## config.mk

```make
export PLATFORM = sky130hd
export DESIGN_NAME = int_to_raw_fn_pipe
export DESIGN_NICKNAME = d
export VERILOG_FILES = /design/src/rtl/int_to_raw_pkg.sv /design/src/rtl/int_to_raw_fn_pipe_lzc.sv /design/src/rtl/int_to_raw_fn_pipe.sv
export SDC_FILE = /design/constraint.sdc
export NUM_CORES = 1
export LEC_CHECK = 0
export ABC_AREA = 1
export BUFFER_PORTS_ARGS = -buffer_cell sky130_fd_sc_hd__buf_4
export CAP_MARGIN = 20
export CORE_MARGIN = 2
export CORE_UTILIZATION = 37
export DETAILED_ROUTE_END_ITERATION = 10
export GPL_TIMING_DRIVEN = 0
export SLEW_MARGIN = 10
export SYNTH_ARGS = -nofsm -noshare
export SYNTH_HDL_FRONTEND = slang
export SYNTH_SLANG_ARGS = --single-unit
```

## constraint.sdc

```tcl
create_clock -name clock -period 8.6 [get_ports clock]
set_clock_uncertainty 0.2 [all_clocks]
set_input_delay 1.29 -clock clock [delete_from_list [all_inputs] [get_ports clock]]
set_output_delay 1.29 -clock clock [all_outputs]
set_load 0.1 [all_outputs]
```

## src/rtl/int_to_raw_pkg.sv

```systemverilog
// Shared types and width helpers for the pipelined integer-to-raw-float converter.
// Structs are sized for the widest legal operand; narrower instances use the low bits.
package int_to_raw_pkg;

  function automatic int clog2(input int value);
    int result;
    result = 0;
    for (int i = 0; i < 31; i++) begin
      if (int'(32'd1 << i) < value) begin
        result = i + 1;
      end else begin
        result = result;
      end
    end
    return result;
  endfunction

  function automatic int exp_width(input int int_width);
    return clog2(int_width) + 1;
  endfunction

  localparam int MAX_INT_WIDTH = 128;
  localparam int MAX_EXP_WIDTH = exp_width(MAX_INT_WIDTH);

  typedef struct packed {
    logic                     sign;
    logic [MAX_INT_WIDTH-1:0] mag;
    logic [MAX_EXP_WIDTH-1:0] lzc;
  } raw_fn_s1_t;

  typedef struct packed {
    logic                     sign;
    logic                     is_zero;
    logic [MAX_EXP_WIDTH-1:0] sexp;
    logic [MAX_INT_WIDTH-1:0] sig;
  } raw_fn_t;

  localparam raw_fn_s1_t RAW_FN_S1_ZERO = '{
    sign: 1'b0, mag: {MAX_INT_WIDTH{1'b0}}, lzc: {MAX_EXP_WIDTH{1'b0}}
  };
  localparam raw_fn_t RAW_FN_ZERO = '{
    sign: 1'b0, is_zero: 1'b0, sexp: {MAX_EXP_WIDTH{1'b0}}, sig: {MAX_INT_WIDTH{1'b0}}
  };

endpackage

```

## src/rtl/int_to_raw_fn_pipe_lzc.sv

```systemverilog
// Combinational binary-tree leading-zero counter; an all-zero vector yields WIDTH.
// Pads to a power of two with ones below the LSB so padding never adds zeros.
module lead_zero_count
  import int_to_raw_pkg::*;
#(
  parameter int WIDTH = 64
) (
  input  logic [WIDTH-1:0]     vec,
  output logic [clog2(WIDTH):0] count
);

  localparam int LEVELS = clog2(WIDTH);
  localparam int PAD    = 1 << LEVELS;
  localparam int CW     = LEVELS + 1;

  logic [PAD-1:0] pad_s;
  logic [CW-1:0]  node_s [LEVELS+1][PAD];
  logic [CW-1:0]  left_s;

  // Tree reduction: node n at level l covers 2^l bits, MSB side first
  always_comb begin
    pad_s = {PAD{1'b1}};
    pad_s[PAD-1 -: WIDTH] = vec;
    left_s = {CW{1'b0}};
    for (int l = 0; l <= LEVELS; l++) begin
      for (int n = 0; n < PAD; n++) begin
        node_s[l][n] = {CW{1'b0}};
      end
    end
    for (int n = 0; n < PAD; n++) begin
      node_s[0][n] = {{(CW-1){1'b0}}, ~pad_s[PAD-1-n]};
    end
    for (int l = 1; l <= LEVELS; l++) begin
      for (int n = 0; n < (PAD >> l); n++) begin
        left_s = node_s[l-1][2*n];
        // A left half that is all zeros carries its count into the right half
        if (left_s[l-1]) begin
          node_s[l][n] = left_s + node_s[l-1][2*n+1];
        end else begin
          node_s[l][n] = left_s;
        end
      end
    end
    count = node_s[LEVELS][0];
  end

endmodule

```

## src/rtl/int_to_raw_fn_pipe.sv

```systemverilog
// Two-stage integer-to-raw-float converter with valid/ready and bubble collapsing.
// Optional INT_TO_RAW_STATS_EN adds saturating consumed-result and zero-result counters.
module int_to_raw_fn_pipe
  import int_to_raw_pkg::*;
#(
  parameter int INT_WIDTH = 64
) (
  input  logic                          clock,
  input  logic                          reset,
  input  logic                          in_valid,
  output logic                          in_ready,
  input  logic                          in_signed,
  input  logic [INT_WIDTH-1:0]          in_data,
  output logic                          out_valid,
  input  logic                          out_ready,
  output logic                          out_sign,
  output logic                          out_is_zero,
  output logic [exp_width(INT_WIDTH)-1:0] out_sexp,
  output logic [INT_WIDTH-1:0]          out_sig
`ifdef INT_TO_RAW_STATS_EN
  ,
  output logic [31:0]                   stat_conv,
  output logic [31:0]                   stat_zero
`endif
);

  localparam int EXP_WIDTH = exp_width(INT_WIDTH);

  logic                 s1_valid_r;
  logic                 s2_valid_r;
  raw_fn_s1_t           s1_r;
  raw_fn_t              s2_r;
  raw_fn_s1_t           s1_d_s;
  raw_fn_t              s2_d_s;
  logic                 s1_load_s;
  logic                 s2_load_s;
  logic                 sign_s;
  logic [INT_WIDTH-1:0] mag_s;
  logic [EXP_WIDTH-1:0] lzc_s;
  logic [INT_WIDTH-1:0] mag2_s;
  logic [EXP_WIDTH-1:0] lzc2_s;
  logic [INT_WIDTH-1:0] sig2_s;
  logic [EXP_WIDTH-1:0] sexp2_s;
  logic                 unused_bits_s;

  assign s2_load_s = s1_valid_r && (!s2_valid_r || out_ready);
  assign s1_load_s = !s1_valid_r || s2_load_s;
  // out_ready reaches in_ready combinationally so a full pipe still streams at full rate
  assign in_ready  = s1_load_s && !reset;

  lead_zero_count #(.WIDTH(INT_WIDTH)) u_lzc (
    .vec   (mag_s),
    .count (lzc_s)
  );

  // Stage 1 datapath: sign extraction and magnitude
  always_comb begin
    sign_s = in_signed & in_data[INT_WIDTH-1];
    if (sign_s) begin
      mag_s = {INT_WIDTH{1'b0}} - in_data;
    end else begin
      mag_s = in_data;
    end
    s1_d_s      = RAW_FN_S1_ZERO;
    s1_d_s.sign = sign_s;
    s1_d_s.mag  = MAX_INT_WIDTH'(mag_s);
    s1_d_s.lzc  = MAX_EXP_WIDTH'(lzc_s);
  end

  // Stage 2 datapath: normalise and form the exponent; zero operands clear every field
  always_comb begin
    mag2_s  = s1_r.mag[INT_WIDTH-1:0];
    lzc2_s  = s1_r.lzc[EXP_WIDTH-1:0];
    sig2_s  = mag2_s << lzc2_s;
    sexp2_s = EXP_WIDTH'(INT_WIDTH - 1) - lzc2_s;
    s2_d_s  = RAW_FN_ZERO;
    if (mag2_s == {INT_WIDTH{1'b0}}) begin
      s2_d_s.is_zero = 1'b1;
    end else begin
      s2_d_s.sign = s1_r.sign;
      s2_d_s.sexp = MAX_EXP_WIDTH'(sexp2_s);
      s2_d_s.sig  = MAX_INT_WIDTH'(sig2_s);
    end
  end

  // Stage 1 register: payload moves only on an accepted beat
  always_ff @(posedge clock) begin
    if (reset) begin
      s1_valid_r <= 1'b0;
      s1_r       <= RAW_FN_S1_ZERO;
    end else if (s1_load_s) begin
      s1_valid_r <= in_valid;
      if (in_valid) begin
        s1_r <= s1_d_s;
      end
    end
  end

  // Stage 2 register: fills from S1 when empty or being drained, else empties on consume
  always_ff @(posedge clock) begin
    if (reset) begin
      s2_valid_r <= 1'b0;
      s2_r       <= RAW_FN_ZERO;
    end else if (s2_load_s) begin
      s2_valid_r <= 1'b1;
      s2_r       <= s2_d_s;
    end else if (out_ready) begin
      s2_valid_r <= 1'b0;
    end
  end

  assign out_valid   = s2_valid_r;
  assign out_sign    = s2_r.sign;
  assign out_is_zero = s2_r.is_zero;
  assign out_sexp    = s2_r.sexp[EXP_WIDTH-1:0];
  assign out_sig     = s2_r.sig[INT_WIDTH-1:0];

  // Upper struct bits beyond INT_WIDTH are constant zero by construction
  assign unused_bits_s = ^{s1_r, s2_r};

`ifdef INT_TO_RAW_STATS_EN
  logic consume_s;
  assign consume_s = s2_valid_r && out_ready;

  // Saturating result counters, updated together when both apply
  always_ff @(posedge clock) begin
    if (reset) begin
      stat_conv <= 32'd0;
      stat_zero <= 32'd0;
    end else if (consume_s) begin
      if (stat_conv != 32'hFFFF_FFFF) begin
        stat_conv <= stat_conv + 32'd1;
      end
      if (s2_r.is_zero && (stat_zero != 32'hFFFF_FFFF)) begin
        stat_zero <= stat_zero + 32'd1;
      end
    end
  end
`endif

endmodule

```

==> results by group <==
Place
  – Hpwl dp: 45400 µm
  – IO buf count: 142
  – Placed instance area: 16100 µm²
  – Global placer's final weighted congestion: 0.983

GRT
  – GRT overflow: 0
  – Vias in the first global route: 15100
  – Tot GR Track Use: 25.8%
  – Global-route wire length before repair: 82500 µm
  – Largest net degree at the start of global routing: 17
  – Antenna violations before repair: 0

STA
  – Final min period: 8.30 ns
  – Fin crit share: 96.5%
  – Slew @ Worst Pin: 0.898 ns
  – Final Max Slew Viols: 0
  – Hold WS: 0.267 ns
  – Maximum clock frequency: 121 MHz
  – Final setup viols: 0
  – Max transition margin: 40.1%
  – Final Hold Fails: 0

Clock network
  – Worst-skew pair later-pin latency: 0.45 ns
  – H-tree depth reported by CTS: 4
  – Total CTS buffers: 17
  – CTS Buffer Depth: 2
  – Worst-path clk slew: 0.06 ns
  – CTS tree: done
  – Clock Sinks: 147
  – Root buf cell: clkbuf_16

Layout
  – P&R area growth vs syn: 16.6%
  – Area of the multi-input gates: 9870 µm²
  – Most frequent cells in the layout: nand2_1 (559), inv_1 (299), o21ai_0 (260)
  – Share of layout cells above drive strength 1: 11.6%
  – # diodes: 0
  – # fillers: 4248
  – Final core occ: 43.6%
  – Final-stage net count: 2669
  – Most common cell after layout, fill and taps aside: nand2_1
  – Final instance area: 16800 µm²
  – Sequential cell area: 2940 µm²

Critical path
  – Critical Path Start Type: primary input
  – Critical path's top delay family: adder cells
  – Worst R2R Path Depth: 11
  – Worst setup EP type: flop
  – CP peak stage delay: 0.74 ns
  – Critical path class: in2reg
  – WP data arrival: 8.41 ns
  – CP max stage cell: clkbuf_1
  – Most frequent CP cell: fa_1
  – Max Fanout on Critical Path: 10
  – WP data required: 8.71 ns
  – Buf+Inv Stages, Crit Path: 6
  – Stages on worst setup path: 27

Floorplanning
  – Num rows: 72
  – # IOs: 144
  – Die area: 40600 µm²
  – Initial core utilization: 37.4%
  – Chip height: 201 µm
  – Die Span X: 201 µm
  – Core area: 38600 µm²

Power and ir drop
  – Pleak: 7.96 nW
  – PwrDens: 146 nW/µm²
  – VDD IR max: 0.118 mV

Hold path
  – Hold Path Cell Cnt: 2
  – Min-delay worst type: reg2reg

Synth
  – Post-synth EDFFs: 0
  – Post-Syn Area: 14400 µm²
  – Synth Area per Inst: 6.18 µm²
  – Post-synthesis cell count: 2334
  – Syn_nets: 2507
  – Flops & latches, synth: 147
  – Main synth FF type: dfxtp_1
  – Syn. warnings: 0
  – Fraction of registers with async set/reset: 0%
  – Seq/Total Area, Yosys: 20.4%
  – Netlist cell types: 52

Routing
  – DRC: 0
  – DR pass1 iterations: 8
  – Wirelength per Cell: 17.5 µm
  – Via Count: 15600
  – DRT antenna net count: 0
  – Drt first-iter violations: 966
  – Via/cell ratio: 5.15
  – WL final: 52900 µm

Run
  – Max-cap viol count: 0

Outcome
  – Outcome: finished clean
where the power goes:
| group | internal, W | switching, W |
|---|---|---|
| Clock | 0.000469 | 0.000323 |
| Sequential | 0.000725 | 0.0000305 |
| Combinational | 0.000264 | 0.000642 |
tightest hold or removal path: stages, from the launching register on:
cell and delay, ns:
dfxtp_1 0.31, nand2_1 0.06, a21oi_1 0.05
registers in the layout, indices dropped and copies added (netlist names):
name,cells
out_sexp,7
out_is_zero,1
s1_r,1
s1_valid_r,1
out_sig,64
out_sign,1
lzc2_s,7
mag2_s,64
out_valid,1
logic make-up after synthesis:
kind of cell	Yosys count	synth area share [%]
buf+inv	436	11.5
fa+ha+maj	104	10.6
simple gates	985	28.9
xor+xnor	74	4.60
compound gates	533	20.2
mux	55	3.82
flops	147	20.4
metal layers:
metal	vias to the layer above	global-route usage [%]	part of all wire, %	routed length (µm)
met3	98	3.53	4.6	2420
met4	0	11.4	4.4	2330
met2	437	45.4	47	25100
met1	7194	31.2	44	23000
met5	-	0	0	0
li1	7855	-	-	-
path summary, 6_finish.rpt:
| kind | from | slack (ns) | end |
|---|---|---|---|
| max | in_data[63] | 0.30 | lzc2_s[6] |
| min | out_sig[19] | 0.27 | out_sig[19] |
| max reg2reg | lzc2_s[0] | 5.38 | out_sig[61] |
| min reg2reg | out_sig[19] | 0.27 | out_sig[19] |
stage by stage:
stage	setup slack, ns	total power [W]	setup TNS (ns)	instances
floorplan	1.20	0.00138	0	2334
global placement	-0.265	0.00165	-0.636	2994
detailed placement	-0.329	0.00167	-0.829	2994
CTS	0.118	0.00245	0	3026
global route	-0.000195	0.00259	-0.000195	3027
finish	0.304	0.00245	0	3027
area by class of cell:
cell class                 count  share of cell area, %
buffer                       113                   2.63
tap                          518                   3.86
multi-input combinational   1751                   58.7
clock buffer                  19                   2.64
timing repair buffer         143                   6.39
sequential                   147                   17.5
inverter                     323                   7.22
clock inverter                13                   1.01
cells in the mapped netlist, types with 3 or more instances:
master | n | share of area [%]
nand2_1 | 559 | 15
inv_1 | 299 | 7.8
o21ai_0 | 260 | 9.0
nor2_1 | 232 | 6.0
a21oi_1 | 161 | 5.6
dfxtp_1 | 147 | 20
clkbuf_1 | 81 | 2.1
nand3_1 | 76 | 2.6
ha_1 | 73 | 6.3
mux2i_1 | 55 | 3.8
xor2_1 | 49 | 3.0
fa_1 | 31 | 4.3
a31oi_1 | 28 | 1.2
or2_2 | 28 | 1.2
nand4_1 | 24 | 1.0
xnor2_1 | 23 | 1.4
inv_2 | 22 | 0.57
a22oi_1 | 21 | 1.1
buf_1 | 21 | 0.55
o21ai_1 | 18 | 0.63
buf_2 | 11 | 0.38
nor2_2 | 11 | 0.48
nor4_1 | 11 | 0.48
o211ai_1 | 11 | 0.57
nor3_1 | 10 | 0.35
nor2_4 | 9 | 0.70
o21bai_1 | 8 | 0.42
nand2_2 | 6 | 0.26
o31ai_1 | 6 | 0.31
o21ai_2 | 5 | 0.30
and2_1 | 4 | 0.17
nand3b_1 | 4 | 0.21
a21o_1 | 3 | 0.16
o21ai_4 | 3 | 0.34
repair_timing:
| item | CTS | global route |
|---|---|---|
| resized for setup | 0 | 15 |
| hold buffers | 0 | 0 |
| setup endpoints to repair | 0 | 3 |
| buffers inserted | 0 | 1 |
No activity file was read; power rests on OpenSTA's default activity.
